`src/rtl/pong_core.sv`:
```
`default_nettype none
// ============================================================================
//  Module   : pong_core
//  Purpose  : Two-player LED pong engine. Serves, moves the ball on divider
//             steps, judges hits, misses and early presses, keeps the scores
//             and a rally count, and ends the game at WIN_SCORE.
//  Revision : 1.0  initial release
// ============================================================================
module pong_core #(
    parameter int N_LED     = 8,
    parameter int SCORE_W   = 4,
    parameter int WIN_SCORE = 9,
    parameter int RALLY_W   = 4
) (
    input  logic               clk,
    input  logic               rst,
    input  logic               step,
    input  logic               btn_l,
    input  logic               btn_r,
    output logic [N_LED-1:0]   led,
    output logic [SCORE_W-1:0] score_l,
    output logic [SCORE_W-1:0] score_r,
    output logic [RALLY_W-1:0] rally,
    output logic               point_l,
    output logic               point_r,
    output logic               game_over,
    output logic               winner
);

    localparam int                 POS_W   = $clog2(N_LED);
    localparam int                 HALF    = N_LED / 2;
    localparam logic [POS_W-1:0]   POS_MAX = POS_W'(N_LED - 1);
    localparam logic [SCORE_W-1:0] WIN_VAL = SCORE_W'(WIN_SCORE);

    typedef enum logic [1:0] {
        ST_SERVE = 2'd0,
        ST_TO_L  = 2'd1,
        ST_TO_R  = 2'd2,
        ST_OVER  = 2'd3
    } state_t;

    state_t             state_q,     state_d;
    logic               server_q,    server_d;     // 1 = left serves
    logic [POS_W-1:0]   pos_q,       pos_d;
    logic [SCORE_W-1:0] score_l_q,   score_l_d;
    logic [SCORE_W-1:0] score_r_q,   score_r_d;
    logic [RALLY_W-1:0] rally_q,     rally_d;
    logic [N_LED-1:0]   led_q,       led_d;
    logic               point_l_q,   point_l_d;
    logic               point_r_q,   point_r_d;
    logic               game_over_q, game_over_d;
    logic               winner_q,    winner_d;     // 1 = left won

    logic               pt_l;
    logic               pt_r;
    logic [RALLY_W-1:0] rally_inc;
    logic [HALF+SCORE_W-1:0] score_l_ext;
    logic [HALF+SCORE_W-1:0] score_r_ext;

    // Game rules: serve, ball travel, hit/miss/early judgement, point resolution
    always_comb begin
        state_d   = state_q;
        server_d  = server_q;
        pos_d     = pos_q;
        score_l_d = score_l_q;
        score_r_d = score_r_q;
        rally_d   = rally_q;
        winner_d  = winner_q;
        pt_l      = 1'b0;
        pt_r      = 1'b0;
        rally_inc = (rally_q == {RALLY_W{1'b1}}) ? rally_q : rally_q + RALLY_W'(1);

        case (state_q)
            ST_SERVE: begin
                if (!server_q && btn_r) begin
                    pos_d   = '0;
                    rally_d = '0;
                    state_d = ST_TO_L;
                end else if (server_q && btn_l) begin
                    pos_d   = POS_MAX;
                    rally_d = '0;
                    state_d = ST_TO_R;
                end
            end
            ST_TO_L: begin
                // A press is judged before the step so a same-cycle hit wins
                if (btn_l) begin
                    if (pos_q == POS_MAX) begin
                        rally_d = rally_inc;
                        state_d = ST_TO_R;
                    end else begin
                        pt_r = 1'b1;
                    end
                end else if (step) begin
                    if (pos_q != POS_MAX) pos_d = pos_q + POS_W'(1);
                    else                  pt_r  = 1'b1;
                end
            end
            ST_TO_R: begin
                if (btn_r) begin
                    if (pos_q == '0) begin
                        rally_d = rally_inc;
                        state_d = ST_TO_L;
                    end else begin
                        pt_l = 1'b1;
                    end
                end else if (step) begin
                    if (pos_q != '0) pos_d = pos_q - POS_W'(1);
                    else             pt_l  = 1'b1;
                end
            end
            ST_OVER: begin
                if (btn_l || btn_r) begin
                    score_l_d = '0;
                    score_r_d = '0;
                    server_d  = ~winner_q;
                    state_d   = ST_SERVE;
                end
            end
            default: state_d = ST_SERVE;
        endcase

        // Points resolve in the same cycle; the loser serves next
        if (pt_r) begin
            score_r_d = score_r_q + SCORE_W'(1);
            if (score_r_d == WIN_VAL) begin
                state_d  = ST_OVER;
                winner_d = 1'b0;
            end else begin
                state_d  = ST_SERVE;
                server_d = 1'b1;
            end
        end
        if (pt_l) begin
            score_l_d = score_l_q + SCORE_W'(1);
            if (score_l_d == WIN_VAL) begin
                state_d  = ST_OVER;
                winner_d = 1'b1;
            end else begin
                state_d  = ST_SERVE;
                server_d = 1'b0;
            end
        end

        point_l_d   = pt_l;
        point_r_d   = pt_r;
        game_over_d = (state_d == ST_OVER);
    end

    // LED image for the upcoming state so the registered bar matches it
    always_comb begin
        score_l_ext = {{HALF{1'b0}}, score_l_d};
        score_r_ext = {{HALF{1'b0}}, score_r_d};
        led_d       = '0;
        case (state_d)
            ST_SERVE: led_d = {score_l_ext[HALF-1:0], score_r_ext[HALF-1:0]};
            ST_TO_L,
            ST_TO_R:  led_d[pos_d] = 1'b1;
            ST_OVER:  led_d = winner_d ? {{HALF{1'b1}}, {HALF{1'b0}}}
                                       : {{HALF{1'b0}}, {HALF{1'b1}}};
            default:  led_d = '0;
        endcase
    end

    // State and output registers with asynchronous active-low reset
    always_ff @(posedge clk or negedge rst) begin
        if (!rst) begin
            state_q     <= ST_SERVE;
            server_q    <= 1'b0;
            pos_q       <= '0;
            score_l_q   <= '0;
            score_r_q   <= '0;
            rally_q     <= '0;
            led_q       <= '0;
            point_l_q   <= 1'b0;
            point_r_q   <= 1'b0;
            game_over_q <= 1'b0;
            winner_q    <= 1'b0;
        end else begin
            state_q     <= state_d;
            server_q    <= server_d;
            pos_q       <= pos_d;
            score_l_q   <= score_l_d;
            score_r_q   <= score_r_d;
            rally_q     <= rally_d;
            led_q       <= led_d;
            point_l_q   <= point_l_d;
            point_r_q   <= point_r_d;
            game_over_q <= game_over_d;
            winner_q    <= winner_d;
        end
    end

    assign led       = led_q;
    assign score_l   = score_l_q;
    assign score_r   = score_r_q;
    assign rally     = rally_q;
    assign point_l   = point_l_q;
    assign point_r   = point_r_q;
    assign game_over = game_over_q;
    assign winner    = winner_q;

endmodule
`default_nettype wire

```
`config.mk`:
```
export PLATFORM = sky130hd
export DESIGN_NAME = pong_core
export DESIGN_NICKNAME = d
export VERILOG_FILES = /design/src/rtl/pong_core.sv
export SDC_FILE = /design/constraint.sdc
export NUM_CORES = 1
export LEC_CHECK = 0
export CAP_MARGIN = 0
export CORE_MARGIN = 4
export CORE_UTILIZATION = 43
export CTS_CLUSTER_SIZE = 28
export DETAILED_ROUTE_END_ITERATION = 6
export PLACE_DENSITY = 0.71
export RECOVER_POWER = 100
export SETUP_SLACK_MARGIN = 0.02
export SLEW_MARGIN = 20
export SYNTH_ARGS = -nofsm -noshare
export SYNTH_HDL_FRONTEND = slang
export SYNTH_SLANG_ARGS = --single-unit
```
`constraint.sdc`:
```
create_clock -name clk -period 4.65 [get_ports clk]
set_input_delay 1.395 -clock clk [delete_from_list [all_inputs] [get_ports clk]]
set_output_delay 1.395 -clock clk [all_outputs]
set_load 0.01 [all_outputs]
```
Yosys cells after proc, flatten, opt, wreduce, memory -nomap -nowiden:

Index checks and enable logic that the tools add are counted.

* register bits: 30
* latch bits: 0
* bits in writable memories: 0
* bits in read-only memories: 0
* input bits: 5
* output and inout port bits: 24
* memories: 0

* $add $sub $neg: 5
* multipliers: 0
* divide/modulo/power cells: 0
* magnitude comparators: 2
* equal/unequal tests: 16
* shift-type cells: 0
* mux-type cells: 59
* bitwise gates (word level): 1
* reduce and logical (&&, ||, !) cells: 12

Operators with widths (number)
* $mux W4: 13
* $mux W3: 8
* $pmux W8 S3: 1
* $mux W2: 11
* $mux W1: 21
* $add A4 B1 Y4 const B: 3
* $eq A4 B4 Y1 const B: 3
* $pmux W4 S3: 1
* $pmux W3 S3: 1
* $eq A2 B2 Y1 const B: 4
* $mux W8: 1
* $ne A2 B2 Y1 const B: 4
* $pmux W2 S4: 1
* $ne A3 B3 Y1 const B: 2
* $reduce_and A6 Y1: 1
* $reduce_bool A3 Y1: 2
* $eq A2 B1 Y1 const B: 2
* $logic_not A2 Y1: 2
* $lt A3 B4 Y1 const B: 1
* $add A3 B1 Y3 const B: 1
* $demux W1 S3: 1
* $eq A3 B3 Y1 const B: 1
* $ge A3 B1 Y1 const B: 1
* $logic_and A1 B1 Y1: 3
* 6 further kinds: 6

Depth between registers and ports, before layout:

* word-level depth: 10
* gate-level depth with buffers: 12
* gate-level depth less buffers: 12

Worst setup path before layout:

OpenSTA, ideal clock, no wires.

* kind: input port to flip-flop
* start: in btn_l
* end: reg led_q[6], in the netlist led[6]
* setup time: 86 ps
* arrival time: 3384 ps
* required time: 4564 ps
* slack: 1181 ps
* stages: 10
* cell sequence: buf_2 > nand2b_1 > a221oi_1 > a21oi_1 > o221a_2 > o21a_1 > ha_1 > a21boi_1 > or3b_1 > a32oi_1

* longest elaborated chain between the ends: 9
* elaborated cells between the ends (all ways): 33
* those cells by class: order compare: 2; eq/ne: 3; mux: 23; reduce/logical: 5

Ends and longest elaborated chain
* start, declared: line 18 `input logic btn_l,`
* $logic_and A1 B1 Y1: line 79 `end else if (server_q && btn_l) begin`
* $mux W3 / $mux W2 (equally long branches): line 79
* $mux W3 / $mux W2 (equally long branches): line 75 `if (!server_q && btn_r) begin`
* $pmux W3 S3 / $pmux W2 S4 (equally long branches): line 73 `case (state_q)`
* $lt A3 B4 Y1 (not written as such), or another cell as far along: line 158 `ST_TO_R: led_d[pos_d] = 1'b1;`
* $logic_and A1 B1 Y1 (not written as such) / $mux W2 (equally long branches): line 158, 134
* $mux W1 (not written as such), or another cell as far along: line 158
* $demux W1 S3 / $reduce_or A2 Y1 (equally long branches): line 158, 155
* $pmux W8 S3 (*): line 155 `case (state_d)`
* named net led_d[6]: line 48 `logic [N_LED-1:0] led_q, led_d;`
* end signal, assigned: line 186 `led_q <= led_d;`
* end, declared: line 48

The timed path passes the listed nets; every way through them passes the cells marked *.
A chain may end at the register's enable or synchronous reset.

Worst setup path in the final report:

* start: in btn_l
* end: reg led_q[6], in the netlist led[6]

* elaborated cells between the ends (all ways): 33
* those cells by class: order compare: 2; eq/ne: 3; mux: 23; reduce/logical: 5

RTL lines
* $mux W1 (*): line 87 `if (btn_l) begin`
* $mux W1 (*): line 73
* named net point_r_d: line 50 `logic point_r_q, point_r_d;`
* $mux W2 / $mux W1 (equally long branches): line 124 `if (pt_r) begin`
* $mux W2 / $mux W1 (equally long branches): line 134, 136
* $eq A2 B1 Y1, or another cell as far along: line 155
* $reduce_or A2 Y1 / $mux W8 (equally long branches): line 155, 159
* $pmux W8 S3 (*): line 155
* named net led_d[6]: line 48

Marks and branches as above.

==> metrics.md <==
| Metric | Value |
|---|---|
| Worst-Skew Late Latency | `280 ps` |
| Hold WS | `534 ps` |
| I/O pin total | `29` |
| Post-synthesis register bit count | `30` |
| Largest family of logic cells by synthesized area | `compound AO/OA/AOI/OAI gates` |
| Crit path capture | `led[6]$_DFF_PN0_` |
| Kind of end point of the critical path | `flop` |
| TritonCTS clock tree | `yes` |
| Count of input and output buffers | `28` |
| Residual antenna-violating net count after detailed routing | `0` |
| Starting utilization of the core area | `44.9%` |
| Adder-cell share of the synthesized area | `9.54%` |
| Critical Setup Path Class | `in -> reg` |
| Vias in the first global route | `1556` |
| FP Rows | `24` |
| Clock transition at the registers of the reported paths | `60 ps` |
| XOR/XNOR share of the synthesized area | `0.890%` |
| Power per standard cell area | `669 nW/um^2` |
| Pins over their slew limit | `31` |
| Vias/cell | `5.56` |
| HP Class | `reg -> reg` |
| Vert. Die Dim | `75.7 um` |
| Worst reg2reg path startpoint | `state_q[0]$_DFF_PN0_` |
| Area fraction in compound gates after synthesis | `23.4%` |
| Synthesized Nets | `235` |
| Number of hold violations in the final report | `0` |
| Wirelength, routed | `4.37 mm` |
| Netlist area before placement | `1970 sq um` |
| Post-layout minimum cycle time | `between 4000 and 5000 ps` |
| Iter 0 DRT Violations | `157` |
| Number of hold buffers added after CTS | `0` |
| Cell taking the most area after synthesis | `sky130_fd_sc_hd__dfrtp_1` |
| Number of synthesized flops with an enable pin | `0` |
| Post-CTS sizing | `0` |
| Antenna fix cells | `0` |
| Hold Path Depth | `2` |
| Avg WL per Cell | `14.6 um` |
| All-Layer GR Usage | `17.0%` |
| Endpoint required time on the critical path | `4850 ps` |
| Top cell by count, worst path | `sky130_fd_sc_hd__nand2_1` |
| Post-CTS Setup Repair Bufs | `0` |
| Reg-to-Reg End | `led[6]$_DFF_PN0_` |
| Critical Path Start Type | `input pin` |
| Rel. slew slack | `-8.53%` |
| Minimum setup slack among reg-to-reg paths | `1480 ps` |
| Final Cycle Share | `approximately nine tenths` |
| Clock skew after layout | `2.84 ps` |
| Avg Cell Area, Syn | `9.15 sq um` |
| Run status | `finished with violations` |
| Worst vdd rail ir drop | `0.000321 V` |
| Detailed-routing iteration count for the pre-antenna-repair pass | `4` |
| Worst slew pin tran | `1630 ps` |
| Routability congestion estimate | `about 0.95` |
| Wire length of the first global-routing pass | `7.36 mm` |
| Floorplan die area | `5720 sq um` |
| Async set-reset flop share out of synthesis | `100%` |
| Max cap viols | `1` |
| Die extent in x | `75.7 um` |
| Final setup TNS | `0 ps` |
| Proportion of synthesized area in mux cells | `2.67%` |
| Simple logic cell fraction of the synthesized area | `20.4%` |
| Sum of internal, switching and leakage power | `1600 uW` |
| Maximum clock insertion buffer count | `2` |
| Arrival time of the worst setup path | `4370 ps` |
| Number of H-tree levels | `2` |
| Worst path max stage delay | `730 ps` |
| Final routed DRC violation total | `0` |
| Master of the slowest instance on the critical path | `sky130_fd_sc_hd__dlygate4sd3_1` |
| Violations in the final reports | `max-capacitance violations, max-slew violations` |
| Layout cell share with drive strength beyond 1 | `6.88%` |
| Launch point of the worst path | `btn_l` |
| Commonest register cell after synthesis | `sky130_fd_sc_hd__dfrtp_1` |
| Net count, final | `approximately 270` |
| List of cells traversed by the critical path | `dlygate4sd3_1, and4b_1, o21ai_0, inv_1, nand2_1, nand2_1, o21a_1, ha_1, a21boi_1, or3b_1, a32oi_1` |
| Synth warn | `0` |
| Clock root buffer | `sky130_fd_sc_hd__clkbuf_8` |
| Floorplan Core Area | `about 4400 sq um` |
| Sequential fraction of the synthesis area | `38.1%` |
| Cell count after synthesis | `215` |
| Global-route congestion overflow total | `0` |
| Number of clock sinks seen by CTS | `30` |
| Fmax | `240 MHz` |
| HPWL after DPL | `3.17 mm` |
| Unrepaired setup endpoints after global routing | `false` |
| Cell types with the largest area share after synthesis | `sky130_fd_sc_hd__dfrtp_1 38%, sky130_fd_sc_hd__ha_1 9.5%, sky130_fd_sc_hd__nand2_1 4.6%, sky130_fd_sc_hd__o21ai_0 4.3%, sky130_fd_sc_hd__a21oi_1 3.8%` |
| Vias after detailed routing | `1663` |
| Synth top area share | `between 30% and 40%` |
| Maximum number of pins on one net before global-route repair | `31` |
| Total leakage power | `~0.0011 uW` |
| Cts bufs inserted | `5` |
| Synthesis-to-finish area growth | `21.4%` |
| Initial antenna violation count | `0` |
| Distinct cells, synth | `52` |
| Final setup violating endpoints | `0` |
| Worst r2r path cells | `11` |
| Max Fanout on Critical Path | `12` |
metal layers:
metal / track usage [%] / vias to the layer above / wire length (um)
li1: - / 834 / -
met1: 23.9 / 782 / 2110
met3: 4.35 / 6 / 234
met4: 4.85 / 0 / 57
met2: 26.0 / 41 / 1960
met5: 0 / - / 0
worst min-delay path by stage:
stage	slack, ps	end	startpoint
after global routing	570	rally[1]$_DFFE_PN0P_	rally[1]$_DFFE_PN0P_
after detailed placement	530	rally[1]$_DFFE_PN0P_	rally[1]$_DFFE_PN0P_
after CTS	540	rally[1]$_DFFE_PN0P_	rally[1]$_DFFE_PN0P_
after global placement	520	rally[1]$_DFFE_PN0P_	rally[1]$_DFFE_PN0P_
after floorplan	550	rally[1]$_DFFE_PN0P_	rally[1]$_DFFE_PN0P_
final	530	rally[1]$_DFFE_PN0P_	rally[1]$_DFFE_PN0P_
stage by stage:
stage               utilization [%]  worst slack [ps]  area [sq um]  std cells
floorplan                         -              1180          1970        215
global placement               52.5               504          2300        291
detailed placement             52.5               486          2300        291
CTS                            55.0               752          2410        299
global route                   54.5               329          2390        299
finish                         54.5               477          2390        299
power breakdown:
| part | internal, uW | leakage, uW | switching, uW | total [uW] |
|---|---|---|---|---|
| combinational | 392 | 0.000686 | 488 | 879 |
| clock | 160 | 0.0000514 | 98.0 | 258 |
| sequential | 364 | 0.000391 | 98.7 | 463 |
sequential cells by signal, summed over array words and instances, names as in the netlist, 2 cells and up:
name / count
rally: 4
score_r: 4
pos_q: 3
score_l: 4
state_q: 2
led: 8
cell type report:
class                           instances  area [sq um]
Clock buffer                            6          72.6
Clock inverter                          2          37.5
Fill cell                             389          1990
Inverter                               19          71.3
Multi-Input combinational cell        160          1100
Sequential cell                        30           751
Tap cell                               52          65.1
Timing Repair Buffer                   30           288
kinds of logic (layout without fill, tap and decap cells):
| logic type | Yosys count | count (layout) |
|---|---|---|
| xor+xnor | 2 | 2 |
| flops | 30 | 30 |
| compound gates | 67 | 67 |
| buf+inv | 25 | 57 |
| simple gates | 72 | 72 |
| mux | 4 | 4 |
| fa+ha+maj | 15 | 15 |
Yosys cell counts (2+ instances only):
cell,n
sky130_fd_sc_hd__o21ai_0,17
sky130_fd_sc_hd__a2bb2oi_1,3
sky130_fd_sc_hd__a22o_1,2
sky130_fd_sc_hd__o211ai_1,4
sky130_fd_sc_hd__o21a_1,2
sky130_fd_sc_hd__and2_1,2
sky130_fd_sc_hd__inv_1,17
sky130_fd_sc_hd__or3_1,5
sky130_fd_sc_hd__and3b_1,2
sky130_fd_sc_hd__nor2b_1,2
sky130_fd_sc_hd__nand2_1,24
sky130_fd_sc_hd__nand2b_1,7
sky130_fd_sc_hd__a21bo_2,3
sky130_fd_sc_hd__o21ai_1,2
sky130_fd_sc_hd__inv_2,2
sky130_fd_sc_hd__o311ai_1,2
sky130_fd_sc_hd__nand4_1,3
sky130_fd_sc_hd__a21oi_1,15
sky130_fd_sc_hd__buf_2,3
sky130_fd_sc_hd__nor2_1,2
sky130_fd_sc_hd__mux2i_1,3
sky130_fd_sc_hd__or3b_1,2
sky130_fd_sc_hd__nor2b_2,2
sky130_fd_sc_hd__clkbuf_1,3
sky130_fd_sc_hd__a21boi_1,2
sky130_fd_sc_hd__nand3_1,12
sky130_fd_sc_hd__nand3b_1,3
sky130_fd_sc_hd__ha_1,15
sky130_fd_sc_hd__or2b_1,2
sky130_fd_sc_hd__dfrtp_1,30
placed cells by master (no fill, tap or decap), types with 2 or more instances in the layout:
cell and n:
sky130_fd_sc_hd__a21boi_1 2, sky130_fd_sc_hd__or2b_1 2, sky130_fd_sc_hd__o21a_1 2, sky130_fd_sc_hd__nand2b_1 7, sky130_fd_sc_hd__a21oi_1 16, sky130_fd_sc_hd__or3b_1 2
sky130_fd_sc_hd__a2bb2oi_1 3, sky130_fd_sc_hd__a21bo_2 3, sky130_fd_sc_hd__nand3b_1 3, sky130_fd_sc_hd__and3b_1 2, sky130_fd_sc_hd__o311ai_0 2, sky130_fd_sc_hd__nor2b_1 3
sky130_fd_sc_hd__nand2_1 24, sky130_fd_sc_hd__nand4_1 3, sky130_fd_sc_hd__o211ai_1 4, sky130_fd_sc_hd__or3_1 5, sky130_fd_sc_hd__ha_1 15, sky130_fd_sc_hd__dfrtp_1 30
sky130_fd_sc_hd__nor2_1 2, sky130_fd_sc_hd__dlygate4sd3_1 27, sky130_fd_sc_hd__clkbuf_8 5, sky130_fd_sc_hd__o21ai_0 19, sky130_fd_sc_hd__clkbuf_1 3, sky130_fd_sc_hd__nand3_1 12
sky130_fd_sc_hd__inv_1 18, sky130_fd_sc_hd__mux2i_1 3, sky130_fd_sc_hd__a22o_1 2
critical path: cells and delay by family:
family / cells / cell delay [ps]
AND/OR/NAND/NOR: 4 / 820
buffers and inverters: 2 / 920
AO/OA/AOI/OAI: 4 / 940
adder cells (fa/ha/maj): 1 / 280
No activity file was read; power rests on OpenSTA's default activity.
